[config.mk]
export PLATFORM = sky130hd
export DESIGN_NAME = load_store_unit_flat
export DESIGN_NICKNAME = d
export VERILOG_FILES = /design/src/rtl/load_store_unit_if.sv /design/src/rtl/load_store_unit.sv /design/src/flat_wrapper.sv
export SDC_FILE = /design/constraint.sdc
export NUM_CORES = 1
export LEC_CHECK = 0
export CORE_MARGIN = 1.5
export CORE_UTILIZATION = 51
export CTS_CLUSTER_DIAMETER = 30
export CTS_CLUSTER_SIZE = 20
export DETAILED_ROUTE_END_ITERATION = 16
export PLACE_DENSITY_LB_ADDON = 0.2
export SLEW_MARGIN = 20
export SYNTH_ARGS = -nofsm -noshare
export SYNTH_HDL_FRONTEND = slang
export SYNTH_SLANG_ARGS = --single-unit
[constraint.sdc]
create_clock -name clk -period 7.8 [get_ports clk]
set_input_delay 1.56 -clock clk [delete_from_list [all_inputs] [get_ports clk]]
set_output_delay 1.56 -clock clk [all_outputs]
set_load 0.01 [all_outputs]
[src/rtl/load_store_unit_if.sv]
// Data-memory bus between the load/store unit (master) and data memory (slave).
`timescale 1ns/1ps
interface load_store_unit_if #(
  parameter int ADDR_W = 32
);
  logic              mem_req;
  logic              mem_we;
  logic [ADDR_W-1:0] mem_addr;
  logic [3:0]        mem_be;
  logic [31:0]       mem_wdata;
  logic              mem_ready;
  logic [31:0]       mem_rdata;

  modport master (
    output mem_req, mem_we, mem_addr, mem_be, mem_wdata,
    input  mem_ready, mem_rdata
  );

  modport slave (
    input  mem_req, mem_we, mem_addr, mem_be, mem_wdata,
    output mem_ready, mem_rdata
  );
endinterface

[src/rtl/load_store_unit.sv]
// Load/store sequencer: byte-lane steering, load extension and PC stall.
// Optional LSU_MISALIGN_SPLIT_EN: misaligned accesses are split instead of trapped.
`timescale 1ns/1ps
module load_store_unit #(
  parameter int ADDR_W = 32,
  parameter int DATA_W = 32
) (
  input  logic              clk,
  input  logic              reset,
  input  logic              load_enb,
  input  logic              store_enb,
  input  logic [2:0]        funct3,
  input  logic [ADDR_W-1:0] addr,
  input  logic [DATA_W-1:0] store_data,
  output logic              lsu_stall,
  output logic [DATA_W-1:0] load_data,
  output logic              load_valid,
  output logic              misalign_trap,
  load_store_unit_if.master mem
);

  typedef enum logic [1:0] {S_IDLE, S_ACCESS, S_SECOND, S_DONE} state_t;

  state_t            r_state, w_next;
  logic [ADDR_W-1:0] r_mem_addr;
  logic [3:0]        r_mem_be, r_be_hi;
  logic [31:0]       r_mem_wdata, r_beat0, r_load_data;
  logic              r_we, r_split, r_trap, r_is_load;
  logic [1:0]        r_off;
  logic [2:0]        r_f3;

  logic              w_req, w_f3_ok, w_trap, w_split, w_mem_req, w_last_beat;
  logic [1:0]        w_off;
  logic [3:0]        w_be_base;
  logic [7:0]        w_be8;
  logic [31:0]       w_repl, w_wdata, w_lo, w_hi, w_word, w_ext;

  assign w_req = load_enb | store_enb;
  assign w_off = addr[1:0];

  // Loads accept 000,001,010,100,101; stores only 000,001,010.
  assign w_f3_ok = store_enb ? (~funct3[2] & (funct3[1:0] != 2'b11))
                             : ((funct3[1:0] != 2'b11) & ~(funct3[2] & funct3[1]));

`ifdef LSU_MISALIGN_SPLIT_EN
  assign w_trap  = (load_enb & store_enb) | ~w_f3_ok;
  assign w_split = ((funct3[1:0] == 2'b01) & (w_off == 2'd3)) |
                   ((funct3[1:0] == 2'b10) & (w_off != 2'd0));
`else
  assign w_trap  = (load_enb & store_enb) | ~w_f3_ok |
                   ((funct3[1:0] == 2'b01) & w_off[0]) |
                   ((funct3[1:0] == 2'b10) & (w_off != 2'd0));
  assign w_split = 1'b0;
`endif

  always_comb begin
    case (funct3[1:0])
      2'b00:   begin w_be_base = 4'b0001; w_repl = {4{store_data[7:0]}};  end
      2'b01:   begin w_be_base = 4'b0011; w_repl = {2{store_data[15:0]}}; end
      default: begin w_be_base = 4'b1111; w_repl = store_data;            end
    endcase
  end

  // Upper nibble holds the enables for the second beat of a word-crossing access.
  assign w_be8 = {4'b0000, w_be_base} << w_off;

  // Rotating the replicated pattern puts every byte on its own lane for both beats.
  always_comb begin
    w_wdata = '0;
    for (int unsigned i = 0; i < 4; i++)
      w_wdata[8*i +: 8] = w_repl[8*((i + 4 - 32'(w_off)) % 4) +: 8];
  end

  assign w_lo = (r_state == S_SECOND) ? r_beat0 : mem.mem_rdata;
  assign w_hi = mem.mem_rdata;

  always_comb begin
    w_word = '0;
    for (int unsigned i = 0; i < 4; i++) begin
      if (i + 32'(r_off) >= 4)
        w_word[8*i +: 8] = w_hi[8*(i + 32'(r_off) - 4) +: 8];
      else
        w_word[8*i +: 8] = w_lo[8*(i + 32'(r_off)) +: 8];
    end
  end

  always_comb begin
    case (r_f3[1:0])
      2'b00:   w_ext = {{24{~r_f3[2] & w_word[7]}},  w_word[7:0]};
      2'b01:   w_ext = {{16{~r_f3[2] & w_word[15]}}, w_word[15:0]};
      default: w_ext = w_word;
    endcase
  end

  always_ff @(posedge clk or negedge reset) begin
    if (!reset) r_state <= S_IDLE;
    else        r_state <= w_next;
  end

  always_comb begin
    w_next        = r_state;
    lsu_stall     = 1'b0;
    w_mem_req     = 1'b0;
    load_valid    = 1'b0;
    misalign_trap = 1'b0;
    case (r_state)
      S_IDLE: begin
        if (w_req) begin
          lsu_stall = 1'b1;
          w_next    = w_trap ? S_DONE : S_ACCESS;
        end
      end
      S_ACCESS: begin
        lsu_stall = 1'b1;
        w_mem_req = 1'b1;
        if (mem.mem_ready) w_next = r_split ? S_SECOND : S_DONE;
      end
      S_SECOND: begin
        lsu_stall = 1'b1;
        w_mem_req = 1'b1;
        if (mem.mem_ready) w_next = S_DONE;
      end
      default: begin
        w_next        = S_IDLE;
        load_valid    = r_is_load & ~r_trap;
        misalign_trap = r_trap;
      end
    endcase
    // Stall must drop with reset even while a command is still presented.
    if (!reset) lsu_stall = 1'b0;
  end

  assign w_last_beat = mem.mem_ready &
                       (((r_state == S_ACCESS) & ~r_split) | (r_state == S_SECOND));

  always_ff @(posedge clk or negedge reset) begin
    if (!reset) begin
      r_mem_addr  <= '0;
      r_mem_be    <= '0;
      r_be_hi     <= '0;
      r_mem_wdata <= '0;
      r_beat0     <= '0;
      r_load_data <= '0;
      r_we        <= 1'b0;
      r_split     <= 1'b0;
      r_trap      <= 1'b0;
      r_is_load   <= 1'b0;
      r_off       <= '0;
      r_f3        <= '0;
    end else begin
      if ((r_state == S_IDLE) && w_req) begin
        r_trap    <= w_trap;
        r_is_load <= load_enb;
        if (!w_trap) begin
          r_mem_addr  <= {addr[ADDR_W-1:2], 2'b00};
          r_mem_be    <= w_be8[3:0];
          r_be_hi     <= w_be8[7:4];
          r_mem_wdata <= w_wdata;
          r_we        <= store_enb;
          r_off       <= w_off;
          r_f3        <= funct3;
          r_split     <= w_split;
        end
      end
      if ((r_state == S_ACCESS) && mem.mem_ready && r_split) begin
        r_beat0    <= mem.mem_rdata;
        r_mem_addr <= r_mem_addr + ADDR_W'(4);
        r_mem_be   <= r_be_hi;
      end
      if (w_last_beat && r_is_load)
        r_load_data <= w_ext;
    end
  end

  assign mem.mem_req   = w_mem_req;
  assign mem.mem_we    = r_we;
  assign mem.mem_addr  = r_mem_addr;
  assign mem.mem_be    = r_mem_be;
  assign mem.mem_wdata = r_mem_wdata;
  assign load_data     = r_load_data;

endmodule

[src/flat_wrapper.sv]
// flat-port wrapper written by rule: the top's interface ports become plain ports
module load_store_unit_flat 
#(
  parameter int ADDR_W = 32,
  parameter int DATA_W = 32
)
  (clk, reset, load_enb, store_enb, funct3, addr, store_data, lsu_stall, load_data, load_valid, misalign_trap, mem_mem_req, mem_mem_we, mem_mem_addr, mem_mem_be, mem_mem_wdata, mem_mem_ready, mem_mem_rdata);
  load_store_unit_if #(.ADDR_W(ADDR_W)) mem_i ();
  input  logic clk;
  input  logic reset;
  input  logic load_enb;
  input  logic store_enb;
  input  logic [2:0] funct3;
  input  logic [ADDR_W-1:0] addr;
  input  logic [DATA_W-1:0] store_data;
  output logic lsu_stall;
  output logic [DATA_W-1:0] load_data;
  output logic load_valid;
  output logic misalign_trap;
  output wire logic [$bits(mem_i.mem_req)-1:0] mem_mem_req;
  output wire logic [$bits(mem_i.mem_we)-1:0] mem_mem_we;
  output wire logic [$bits(mem_i.mem_addr)-1:0] mem_mem_addr;
  output wire logic [$bits(mem_i.mem_be)-1:0] mem_mem_be;
  output wire logic [$bits(mem_i.mem_wdata)-1:0] mem_mem_wdata;
  input wire logic [$bits(mem_i.mem_ready)-1:0] mem_mem_ready;
  input wire logic [$bits(mem_i.mem_rdata)-1:0] mem_mem_rdata;
  assign mem_mem_req = mem_i.mem_req;
  assign mem_mem_we = mem_i.mem_we;
  assign mem_mem_addr = mem_i.mem_addr;
  assign mem_mem_be = mem_i.mem_be;
  assign mem_mem_wdata = mem_i.mem_wdata;
  assign mem_i.mem_ready = mem_mem_ready;
  assign mem_i.mem_rdata = mem_mem_rdata;
  load_store_unit #(.ADDR_W(ADDR_W), .DATA_W(DATA_W)) u_core (.clk(clk), .reset(reset), .load_enb(load_enb), .store_enb(store_enb), .funct3(funct3), .addr(addr), .store_data(store_data), .lsu_stall(lsu_stall), .load_data(load_data), .load_valid(load_valid), .misalign_trap(misalign_trap), .mem(mem_i));
endmodule
==> results.txt <==
Via density: 5.801
routed vias: 6306
Final Critical Period: 4.760 ns
Mapped Cells: 745
setup violators final: 0
initial antenna violation count: 0
clk_lat worst skew: 0.35 ns
Tcrit/Tclk final: 0.6102
Yosys Warn Count: 0
Worst Skew: 0.01115 ns
fin cells: 1087
# DRC: 0
Fmax: 210.1 MHz
Pleak: 3.844 nW
starting density of the core: 0.5233
Cell Count Post-Placement: 1072
postcts setup bufs: 0
slew margin rel.: 0.2936
layout cell share with drive strength beyond 1: 0.09399
flop2flop setup slack: 3.97 ns
commonest cells in the netlist: 156 x nand2_1, 108 x dfrtp_1, 63 x a21oi_1, 54 x o21ai_0, 36 x clkbuf_1
die area: 13640 µm²
CP endpoint kind: output pin
Bufs on Longest Clock Path: 2
cts bufs inserted: 9
Cell Area, Synth: 6604 µm²
worst vdd ir: 234.1 µV
worst hold path class: flip-flop to flip-flop
vias in the first global route: 6124
Layout area overhead: 35.51%
Synth area leaders: dfrtp_1 41%, nand2_1 8.9%, mux2i_1 5.3%
Setup crit end: lsu_stall
Async SR Flop Fraction: 1.000
top-count cell post-synth: nand2_1
share of Yosys cell area claimed by the top area cell type: 0.4092
Port Buffers: 206
hpwl dp: 14.58 mm
Worst Path Max Fanout: 6
WHS: 0.4794 ns
Std-Cell Rows: 41
post-synthesis sequential area ratio: 0.4092
largest net degree at the start of global routing: 78
final WL: 19.85 mm
Crit Reg-Reg Startpoint: u_core.r_off[0]
worst r2r path cells: 7
Boundary Pins: 209
CTS tree: built
design area: 8949 µm²
global route overflow: 0
number of synthesized register bits: 108
PwrDens: 371.2 nW/µm²
Final Core Density: 0.7091
Worst Setup SP: store_enb
Crit Reg-Reg Endpoint: u_core.load_data[18]
Clock Pin Slew Worst Setup and Hold Paths: 0.07 ns
first-pass GRT wire length: 31.04 mm
RePlAce Congestion: 0.9284
final count of pins violating max slew: 0
CP arrival: 3.20 ns
CTS Hold Bufs: 0
average size of a mapped cell: 8.864 µm²
drt pass-1 iters: 5
Final ANT Viol Nets: 0
All-Layer GR Usage: 0.2938
status: complete, no violations
cts repair resizes: 0
Final Net Count: 1023
dominant cell type by area after synthesis: dfrtp_1
kind of start point of the critical path: input port
Die W: 116.8 µm
Die Y: 116.8 µm
n_diodes: 0
routed len/inst: 18.26 µm
EDFF count, synth: 0
ys flop type: dfrtp_1
first-iteration detailed-routing DRC count: 528
Core Region: 12620 µm²
RSZ-0062 raised after global routing: no
Synth cell types: 56
total of max-cap violations: 0
root buf cell: clkbuf_16
Area after DPL: 8683 µm²
CTS sink count: 108
Worst Tran Pin Value: 1.060 ns
H-tree depth: 3
final hold viol count: 0
Setup CP Type: input port to output pin
worst path required time: 6.24 ns
Setup TNS Final: 0 ns
## cells in the final DEF, fill, tap and decap left out, types with 11 or more instances in the layout
cell             count
clkdlybuf4s50_1    205
nand2_1            156
dfrtp_1            108
a21oi_1             63
o21ai_0             54
mux2i_1             35
mux2_2              29
nor2_1              27
inv_1               21
a21boi_0            14
nand3_1             11
## power breakdown
| part | switching [mW] | internal [mW] |
|---|---|---|
| sequential | 0.209 | 0.832 |
| combinational | 0.906 | 0.948 |
| clock | 0.209 | 0.217 |
## cells by family after synthesis
logic type | Yosys count | synth area share
fa+ha+maj | 8 | 0.01516
buf+inv | 83 | 0.05438
flops | 108 | 0.4092
simple gates | 243 | 0.1610
mux | 72 | 0.1298
other cells | 1 | 0.0005679
compound gates | 230 | 0.2298
## layout make-up
cell class | count | area, µm²
fill | 1003 | 3671
timing repair buffer | 213 | 2112
inverter | 24 | 90.09
tap | 172 | 215.2
clock inverter | 5 | 36.28
sequential | 108 | 2703
multi-input combinational | 555 | 3563
clock buffer | 10 | 229.0
## critical path, cell delays in order
cell             delay, ns
clkdlybuf4s50_1       0.56
nor2_1                0.08
nor2b_1               0.14
nor2_1                0.05
nor3b_1               0.23
clkdlybuf4s50_1       0.58
## metrics by stage
step           power [mW]  worst slack (ns)
4_1_cts             3.331             2.987
3_3_place_gp        2.840             3.013
5_1_grt             3.547             2.743
2_1_floorplan       2.060             4.148
3_5_place_dp        2.900             2.751
6_report            3.321             3.040
## sequential cells by signal (all words and copies together) (netlist names)
signal and cells:
u_core.r_state 2, u_core.mem.mem_addr 30, u_core.mem.mem_wdata 32, u_core.mem.mem_be 4, u_core.r_trap 1, u_core.r_is_load 1
u_core.load_data 32, u_core.r_f3 3, u_core.r_off 2, u_core.mem.mem_we 1
## worst min path at each step
stage                            startpoint                       to  slack (ns)  cells past startpoint
floorplan                     u_core.r_trap            u_core.r_trap        0.48                      2
global placement    u_core.mem.mem_addr[26]  u_core.mem.mem_addr[26]        0.46                      2
detailed placement  u_core.mem.mem_addr[24]  u_core.mem.mem_addr[24]        0.46                      2
CTS                 u_core.mem.mem_addr[26]  u_core.mem.mem_addr[26]        0.48                      2
global route        u_core.mem.mem_addr[26]  u_core.mem.mem_addr[26]        0.50                      2
finish              u_core.mem.mem_addr[26]  u_core.mem.mem_addr[26]        0.48                      2
## metal layers
layer / share of wire / track usage / vias up
li1: - / - / 2980
met1: 0.42 / 0.3819 / 3022
met2: 0.48 / 0.4893 / 265
met3: 0.076 / 0.07106 / 39
met4: 0.025 / 0.09237 / 0
met5: 0 / 0 / -
(Power assumes the default switching activity.)
